## src/rtl/sort_serializer.sv

```systemverilog
// Output stage behind the sort network: buffers up to two sorted vectors and
// streams their elements out one per handshake, element 0 first.
module sort_serializer #(
  parameter int DATA_WIDTH = 4,
  parameter int LOG_INPUT  = 3
) (
  input  logic                                     clk,
  input  logic                                     rst,
  input  logic                                     x_valid,
  input  logic [0:DATA_WIDTH*(1<<LOG_INPUT)-1]     x,
  output logic [DATA_WIDTH-1:0]                    m_data,
  output logic                                     m_valid,
  input  logic                                     m_ready,
  output logic                                     m_last,
  output logic [LOG_INPUT-1:0]                     m_index,
  output logic                                     overflow
);

  localparam int N  = 1 << LOG_INPUT;
  localparam int VW = DATA_WIDTH * N;

  // The buffer occupancy doubles as the FSM state.
  localparam logic [1:0] S_EMPTY = 2'd0;
  localparam logic [1:0] S_ONE   = 2'd1;
  localparam logic [1:0] S_TWO   = 2'd2;

  logic [0:VW-1]          r_slot [2];
  logic                   r_wrPtr;
  logic                   r_rdPtr;
  logic [1:0]             r_state;
  logic [LOG_INPUT-1:0]   r_elemIdx;
  logic                   r_overflow;

  logic                   w_hs;
  logic                   w_lastElem;
  logic                   w_lastHs;
  logic                   w_capture;
  logic                   w_drop;
  logic [0:VW-1]          w_cur;
  logic [DATA_WIDTH-1:0]  w_data;

  assign w_hs       = m_valid && m_ready;
  assign w_lastElem = (r_elemIdx == LOG_INPUT'(N - 1));
  assign w_lastHs   = w_hs && w_lastElem;
  // A full buffer still accepts a vector when its oldest slot frees this edge.
  assign w_capture  = x_valid && ((r_state != S_TWO) || w_lastHs);
  assign w_drop     = x_valid && (r_state == S_TWO) && !w_lastHs;

  assign w_cur = r_slot[r_rdPtr];

  always_comb begin
    w_data = '0;
    for (int i = 0; i < N; i++) begin
      if (r_elemIdx == LOG_INPUT'(i)) begin
        w_data = w_cur[i*DATA_WIDTH +: DATA_WIDTH];
      end
    end
  end

  assign m_valid  = (r_state != S_EMPTY);
  assign m_data   = w_data;
  assign m_index  = r_elemIdx;
  assign m_last   = m_valid && w_lastElem;
  assign overflow = r_overflow;

  always_ff @(posedge clk or posedge rst) begin
    if (rst) begin
      r_slot[0]  <= '0;
      r_slot[1]  <= '0;
      r_wrPtr    <= 1'b0;
      r_rdPtr    <= 1'b0;
      r_state    <= S_EMPTY;
      r_elemIdx  <= '0;
      r_overflow <= 1'b0;
    end else begin
      if (w_capture) begin
        r_slot[r_wrPtr] <= x;
        r_wrPtr         <= ~r_wrPtr;
      end
      if (w_drop) begin
        r_overflow <= 1'b1;
      end
      if (w_hs) begin
        if (w_lastElem) begin
          r_elemIdx <= '0;
          r_rdPtr   <= ~r_rdPtr;
        end else begin
          r_elemIdx <= r_elemIdx + 1'b1;
        end
      end
      case (r_state)
        S_EMPTY: if (w_capture) r_state <= S_ONE;
        S_ONE: begin
          if (w_capture && !w_lastHs)      r_state <= S_TWO;
          else if (!w_capture && w_lastHs) r_state <= S_EMPTY;
        end
        S_TWO: if (!w_capture && w_lastHs) r_state <= S_ONE;
        default: r_state <= S_EMPTY;
      endcase
    end
  end

endmodule

```

## config.mk

```make
export PLATFORM = sky130hd
export DESIGN_NAME = sort_serializer
export DESIGN_NICKNAME = d
export VERILOG_FILES = /design/src/rtl/sort_serializer.sv
export SDC_FILE = /design/constraint.sdc
export NUM_CORES = 1
export LEC_CHECK = 0
export CORE_MARGIN = 5
export CORE_UTILIZATION = 50
export DETAILED_ROUTE_END_ITERATION = 10
export PLACE_DENSITY = 0.77
export REMOVE_ABC_BUFFERS = 1
export SLEW_MARGIN = 20
export SYNTH_ARGS = -nofsm -noshare
export SYNTH_HDL_FRONTEND = slang
export SYNTH_SLANG_ARGS = --single-unit
```

## constraint.sdc

```tcl
create_clock -name clk -period 2.4 [get_ports clk]
set_input_delay 0.72 -clock clk [delete_from_list [all_inputs] [get_ports clk]]
set_output_delay 0.72 -clock clk [all_outputs]
set_load 0.01 [all_outputs]
```

== Yosys cells after proc, flatten, opt, wreduce, memory -nomap -nowiden ==
Index checks and enable logic that the tools add are counted.

* Register bits after elaboration: 72
* Bits of input ports: 36
* Output and inout port bits: 10
* Word-level logic and storage cells: 65

* $add $sub $neg: 1
* Order comparisons: 3
* Eq/ne operators: 13
* Mux-type cells: 20
* Bitwise logic cells: 4
* Reductions and logical operators: 17

{| class="wikitable"
|+ Operators with widths
! cell !! number
|-
| two-way mux 32 bit || 4
|-
| bitwise mux 64 bit || 1
|-
| demux 32 bit (select 1 bit) || 1
|-
| two-way mux 4 bit || 8
|-
| == test 3 bit (second input constant) || 4
|-
| logical AND 1 bit || 9
|-
| two-way mux 2 bit || 4
|-
| == test 3 x 2 -> 1 bit (second input constant) || 2
|-
| case mux 2 bit (3 select lines) || 1
|-
| >= comparator 2 bit (second input constant) || 2
|-
| inequality test 2 bit (second input constant) || 2
|-
| inverter 1 -> 2 bit || 2
|-
| adder 3 x 1 -> 3 bit (second input constant) || 1
|-
| == test 3 x 1 -> 1 bit (second input constant) || 1
|-
| logical NOT 3 bit || 1
|-
| two-way mux 3 bit || 1
|-
| inequality test 3 bit (second input constant) || 1
|-
| AND reduction 3 bit || 1
|-
| == test 2 x 1 -> 1 bit (second input constant) || 1
|-
| == test 2 bit (second input constant) || 1
|-
| logical NOT 1 bit || 2
|-
| logical NOT 2 bit || 1
|-
| < comparator 2 x 1 -> 1 bit (second input constant) || 1
|-
| inequality test 2 x 1 -> 1 bit (second input constant) || 1
|-
| 4 further kinds || 5
|}

== Longest topological paths before layout ==
Gate-level depths: netlist of run 1.

* Depth in word-level cells: 12
* Depth in mapped cells: 8
* Gate-level depth less buffers: 6

== Least setup slack after synthesis of run 1 ==
Ideal clock, no wire load.

* Path kind: reg2out
* Start point: register r_elemIdx[0], in the netlist m_index[0]
* End point: output port m_data[1]
* Data arrival time: 1768 ps
* Required time: 1680 ps
* Slack: -88 ps
* Stages on the path, launching flop included: 7
* Path buffers: 1
* Cell sequence: dfrtp_1 > ha_1 > ha_1 > clkbuf_1 > a21o_1 > a31o_2 > o21ai_0

* Longest elaborated chain between the ends: 9
* Elaborated cells on any way between the ends: 16
* Classes of those cells: eq/ne (7); mux (8); reduce/logical (1)

{| class="wikitable"
|+ RTL lines
! element !! line !! text
|-
| start: declaration || 31 || <nowiki>logic [LOG_INPUT-1:0] r_elemIdx;</nowiki>
|-
| start signal: assignment || 88 || <nowiki>r_elemIdx <= r_elemIdx + 1'b1;</nowiki>
|-
| logical NOT 3 bit || 54 || <nowiki>if (r_elemIdx == LOG_INPUT'(i)) begin</nowiki>
|-
| two-way mux 4 bit (7 in a row) || 54 ||
|-
| two-way mux 4 bit * || 54 ||
|-
| end: declaration || 11 || <nowiki>output logic [DATA_WIDTH-1:0] m_data,</nowiki>
|}

Every way passes the cells marked *; elsewhere a longest branch is shown, timed or not.

== Worst setup path after layout of run 1 ==
* Start point: register r_rdPtr
* End point: output port m_data[3]

* Longest elaborated chain between the ends: 12

{| class="wikitable"
|+ RTL lines
! element !! line !! text
|-
| start: declaration || 29 || <nowiki>logic r_rdPtr;</nowiki>
|-
| start signal: assignment || 86 || <nowiki>r_rdPtr <= ~r_rdPtr;</nowiki>
|-
| inverter 1 -> 2 bit (not written as such) * || 49 || <nowiki>assign w_cur = r_slot[r_rdPtr];</nowiki>
|-
| two-way mux 32 bit (not written as such) * (3 in a row) || 49 ||
|-
| two-way mux 4 bit (7 in a row) || 54 ||
|-
| two-way mux 4 bit * || 54 ||
|}

Every way passes the cells marked *; elsewhere a longest branch is shown, timed or not. The select of a mux whose other input is x is not followed.

==> out/qor.yml, run 1 <==
syn_to_final_growth_pct: 31.7
clock_skew_ps: 8.88
final_nets: 384
leakage_nw: 1.96
place_area_um2: 4220
switching_share: 0.341
powerDensity_nw_per_um2: 1370
die_w_um: 93.8
dp_hpwl_um: 5100
timing.final.max_slew_violations: 0
n_antenna_cell: 0
layout_common_cells: "74 x mux2_2, 70 x dfrtp_1, 40 x clkdlybuf4s50_1"
final_common_cell: "mux2_2"
core_um2: 6830
start_util: 0.514
endpoint_kind: "output pin"
ant_nets: 0
status: "finished, violations left"
relSlewSlack: 0.745
hp-class: "reg2reg"
clock_power_share: 0.133
drc: 0
power_frac_seq: 0.346
fin_area_um2: 4630
ys_ff_latch: 72
syn_avg_cell_area_um2: 13.4
overflow: 0
min_period_ps: 2870
rows: 30
yosysUniqueCellTypes: 43
die_h_um: 93.8
synth_cells: 263
wire_per_inst_um: 17.1
grt_usage: 0.178
rrSetupSlack_ps: 230
port_buffers: 45
worstSkewPairLatency_ps: 350
drt_iter0_markers: 120
cp.required_ps: 1680
path_clk_slew_ps: 70
seq_area_frac_synth: 0.513
max_freq_mhz: 348
clock_path_buffers: 2
power_frac_comb: 0.520
cts_root_buffer: "clkbuf_8"
yosysWarnings: 0
cp_data_arrival_time_ps: 2150
ir_drop_v: 0.000754
cts_tree: "built"
final_util: 0.678
routabilityCongestion: 0.921
crit_type: "reg2out"
rsz0062_at_grt: "yes"
failed_checks: "negative setup slack"
die_area_um2: 8810
cp_max_fo: 5
avgViaCountPerCell: 5.40
cp-start-kind: "flop"
drive_gt1_frac: 0.471
final_cells: 442
finalSetupViolations: 4
io_pins: 46
synth_area_um2: 3510
p_sw_mw: 2.16
vias: 2385
timing_hold_violations_final: 0
period_share: 1.20
grt_pass1_wl_um: 11900
wirelength_um: 7560
tns_ps: -1810
clock-sinks: 72
pre_cts_ws_ps: -624
drv_cap: 0
internal-power_mw: 4.18
worst_slew_pin_slew_ps: 382
antenna_found_initial: 0
cts_htree_levels: 3
fin_ws_ps: -470
grt_pass1_vias: 2466
grt_max_degree: 73
cts_buffers: 9
firstDrtPassIters: 4
dpl.cell_count: 414
state kept, by name, indices dropped and copies added (netlist names):
signal and flops:
r_wrPtr 1, r_state 2, m_index 3, overflow 1, r_rdPtr 1, r_slot 64
power by group through the flow:
stage | registers, mW | clock network, mW | logic [mW]
finish | 2.19 | 0.846 | 3.30
detailed placement | 2.18 | 0 | 2.91
CTS | 2.17 | 0.871 | 3.02
global route | 2.27 | 0.919 | 3.54
global placement | 2.13 | 0 | 2.87
floorplan | 2.19 | 0 | 1.80
worst max-delay path: stages, from the launching register on:
cell and delay, ps:
dfrtp_2 460, buf_12 150, buf_4 130, mux2_4 300, a221o_1 340, a22oi_1 180, o21ai_1 100, buf_2 160
metal layers:
metal,vias up,share of wire,global-route usage
li1,1118,-,-
met1,1196,0.44,0.220
met2,56,0.50,0.287
met3,15,0.032,0.0409
met4,0,0.028,0.0939
met5,-,0,0
final timing paths:
| check | from | endpoint | cells past startpoint |
|---|---|---|---|
| worst max-delay path | r_rdPtr$_DFFE_PP0P_ | m_data[3] | 7 |
| worst min-delay path | overflow$_DFFE_PP0P_ | overflow$_DFFE_PP0P_ | 1 |
| worst max register to register | m_index[1]$_DFFE_PP0P_ | r_slot[28]$_DFFE_PP0P_ | 7 |
| worst min register to register | overflow$_DFFE_PP0P_ | overflow$_DFFE_PP0P_ | 1 |
| max in group asynchronous | rst | m_index[0]$_DFFE_PP0P_ | 3 |
| min in group asynchronous | rst | r_slot[37]$_DFFE_PP0P_ | 3 |
kinds of logic after synthesis:
family	after synthesis	synth area share
xor gates and xnor gates	2	0.00498
muxes	98	0.310
DFF	72	0.513
buffers and inverters	21	0.0356
and+or+nand+nor	28	0.0406
adders and majority gates	6	0.0214
AOI/OAI and AO/OA	36	0.0748
synthesized netlist by cell type:
cell,n,area (µm²)
o211ai_1,1,7.51
and2_1,2,12.5
o21ai_1,1,5.00
o21bai_1,1,7.51
nand2b_1,2,12.5
nor3b_1,1,7.51
a31oi_1,1,6.26
a21o_1,2,15.0
nor2_1,4,15.0
buf_6,3,33.8
nor4_1,1,6.26
nor3_1,1,5.00
mux2_2,76,856
nand4b_1,1,8.76
clkbuf_1,5,18.8
o21ai_0,9,45.0
mux2i_1,17,170
xnor2_1,2,17.5
a221o_1,4,40.0
ha_1,6,75.1
a221oi_2,1,15.0
a31o_2,2,17.5
nor2_2,1,6.26
a21oi_1,4,20.0
nand2_1,9,33.8
a2111oi_2,1,15.0
nand3_1,3,15.0
a22oi_1,2,15.0
a211o_1,1,8.76
mux2_1,3,33.8
a221oi_1,1,8.76
dfrtp_1,72,1800
o22ai_1,2,12.5
nor2b_1,1,6.26
inv_1,5,18.8
or2_2,1,6.26
buf_2,6,30.0
a22o_1,1,8.76
a211oi_1,2,15.0
buf_12,1,20.0
buf_1,1,3.75
mux2_4,2,30.0
nand3b_1,1,7.51
stage by stage:
stage,total power [mW],hold slack [ps]
5_1_grt,6.73,513
2_1_floorplan,3.99,458
6_report,6.34,488
3_5_place_dp,5.09,462
3_3_place_gp,5.00,464
4_1_cts,6.06,488
repair_timing:
| action | 4_1_cts | 5_1_grt |
|---|---|---|
| gates cloned | 1 | 0 |
| setup endpoints to repair | 5 | 5 |
| hold buffers | 0 | 0 |
| gates resized for setup | 32 | 27 |
| setup buffers | 2 | 11 |
| pin swaps | 10 | 10 |
final cells by class:
| class | instances | area [µm²] |
|---|---|---|
| Multi-Input combinational cell | 170 | 1690 |
| Tap cell | 96 | 120 |
| Sequential cell | 72 | 1800 |
| Timing Repair Buffer | 84 | 825 |
| Clock buffer | 12 | 155 |
| Inverter | 5 | 18.8 |
| Clock inverter | 3 | 17.5 |
| Fill cell | 490 | 2200 |
(Power assumes the default switching activity.)
==> run 2, diff against run 1 <==
--- a/config.mk
+++ b/config.mk
@@ -8,8 +8,9 @@
 export CORE_MARGIN = 5
 export CORE_UTILIZATION = 50
 export DETAILED_ROUTE_END_ITERATION = 10
-export PLACE_DENSITY = 0.77
+export PLACE_DENSITY = 0.76
 export REMOVE_ABC_BUFFERS = 1
+export SETUP_SLACK_MARGIN = 0.15
 export SLEW_MARGIN = 20
 export SYNTH_ARGS = -nofsm -noshare
 export SYNTH_HDL_FRONTEND = slang
==> out/qor.yml, run 2 (same netlist as run 1, synthesis figures left out) <==
routabilityCongestion: 0.880
n_antenna_cell: 0
powerDensity_nw_per_um2: 1390
cts_htree_levels: 3
leakage_nw: 1.97
grt_use_met2: 0.287
final_common_cell: "mux2_2"
vias: 2309
failed_checks: "negative setup slack"
rows: 30
cp.required_ps: 1680
period_share: 1.21
rsz0062_at_grt: "yes"
drc: 0
timing_hold_violations_final: 0
met3_usage: 0.0345
avgViaCountPerCell: 5.30
clock_skew_ps: 11.1
cts_root_buffer: "clkbuf_8"
syn_to_final_growth_pct: 31.7
status: "finished, violations left"
wirelength_um: 7700
path_clk_slew_ps: 80
final_nets: 377
wire_per_inst_um: 17.6
pre_cts_ws_ps: -551
use_met1: 0.237
cts_buffers: 9
layout_common_cells: "75 x mux2_2, 71 x dfrtp_1, 38 x clkdlybuf4s50_1"
drt_iter0_markers: 134
worst_slew_pin_slew_ps: 381
cts_tree: "built"
core_um2: 6830
relSlewSlack: 0.746
grt-busiest-layer: "met2"
min_period_ps: 2900
grt_pass1_vias: 2488
fin_ws_ps: -501
ir_drop_v: 0.000741
endpoint_kind: "output pin"
finalSetupViolations: 4
top_register: "r_slot"
dp_hpwl_um: 5170
drv_cap: 0
worstSkewPairLatency_ps: 350
firstDrtPassIters: 4
max_freq_mhz: 345
timing.final.max_slew_violations: 0
io_pins: 46
cp_data_arrival_time_ps: 2180
ctsHoldBuffers: 0
die_area_um2: 8810
crit_type: "reg2out"
grt_max_degree: 73
antenna_found_initial: 0
cp_max_fo: 6
die_w_um: 93.8
cp-start-kind: "flop"
grt_pass1_wl_um: 12300
clock_path_buffers: 2
die_h_um: 93.8
largest_reg_flops: 64
clock-sinks: 72
drive_gt1_frac: 0.456
grt_usage: 0.181
start_util: 0.514
timing.hold.ws_ps: 483
port_buffers: 45
hp-class: "reg2reg"
overflow: 0
ant_nets: 0
[run 2: cell types whose count changed in the layout (fill, tap and decap cells not counted), sizes merged]
| cell | previous run | this run |
|---|---|---|
| clkbuf | 13 | 10 |
| clkinvlp | 1 | 0 |
| bufinv | 0 | 1 |
| dlygate4sd2 | 0 | 1 |
| clkinv | 2 | 5 |
| buf | 43 | 37 |
| clkdlybuf4s50 | 40 | 38 |
| dlymetal6s2s | 0 | 1 |
[run 2: worst max-delay path, cell delays in order, from the launching register on]
cell and delay (ps):
dfrtp_2 450, buf_12 140, buf_16 120, buf_4 140
mux2i_1 140, a22o_1 250, a221o_1 360, nand2_1 90
buf_2 130
[run 2: final cells by class]
type | count | area, µm²
Fill cell | 509 | 2200
Sequential cell | 72 | 1800
Multi-Input combinational cell | 170 | 1700
Timing Repair Buffer | 77 | 788
Clock buffer | 10 | 138
Tap cell | 96 | 120
Clock inverter | 6 | 58.8
Inverter | 5 | 18.8
[run 2: routing by layer]
layer  wire length, µm  part of all wire
met5                 0                 0
met4               147             0.019
met3               278             0.036
met2              3870              0.50
met1              3400              0.44
[run 2: what timing repair did]
| action | in CTS | in global routing |
|---|---|---|
| cloned | 1 | 1 |
| setup buffers | 4 | 2 |
| pin swaps | 10 | 2 |
| gates resized for setup | 46 | 18 |
| setup endpoints to repair | 6 | 23 |
[run 2: final timing paths]
kind | cells after the start | startpoint | slack [ps] | endpoint
worst max-delay path | 8 | r_rdPtr$_DFFE_PP0P_ | -500 | m_data[0]
worst min-delay path | 1 | overflow$_DFFE_PP0P_ | 480 | overflow$_DFFE_PP0P_
worst max register to register | 8 | m_index[1]$_DFFE_PP0P_ | 170 | r_slot[20]$_DFFE_PP0P_
worst min register to register | 1 | overflow$_DFFE_PP0P_ | 480 | overflow$_DFFE_PP0P_
max in group asynchronous | 3 | rst | 1310 | r_rdPtr$_DFFE_PP0P_
min in group asynchronous | 3 | rst | 770 | r_slot[4]$_DFFE_PP0P_
[run 2: report_power, final]
part / leakage (nW) / switching [mW] / internal, mW / total, mW
Sequential: 0.846 / 0.350 / 1.83 / 2.18
Combinational: 1.02 / 1.41 / 1.88 / 3.29
Clock: 0.106 / 0.450 / 0.503 / 0.952
Total: 1.97 / 2.21 / 4.21 / 6.43
[run 2: per-stage QoR]
step | setup TNS [ps] | total power [mW] | instances | cell area [µm²] | util
finish | -1630 | 6.43 | 436 | 4630 | 0.678
global route | -1980 | 6.84 | 436 | 4630 | 0.678
CTS | -1690 | 6.23 | 433 | 4540 | 0.664
detailed placement | -2440 | 5.07 | 412 | 4210 | 0.616
global placement | -1740 | 4.98 | 412 | 4210 | 0.616
floorplan | -56180 | 3.99 | 247 | 3410 | -
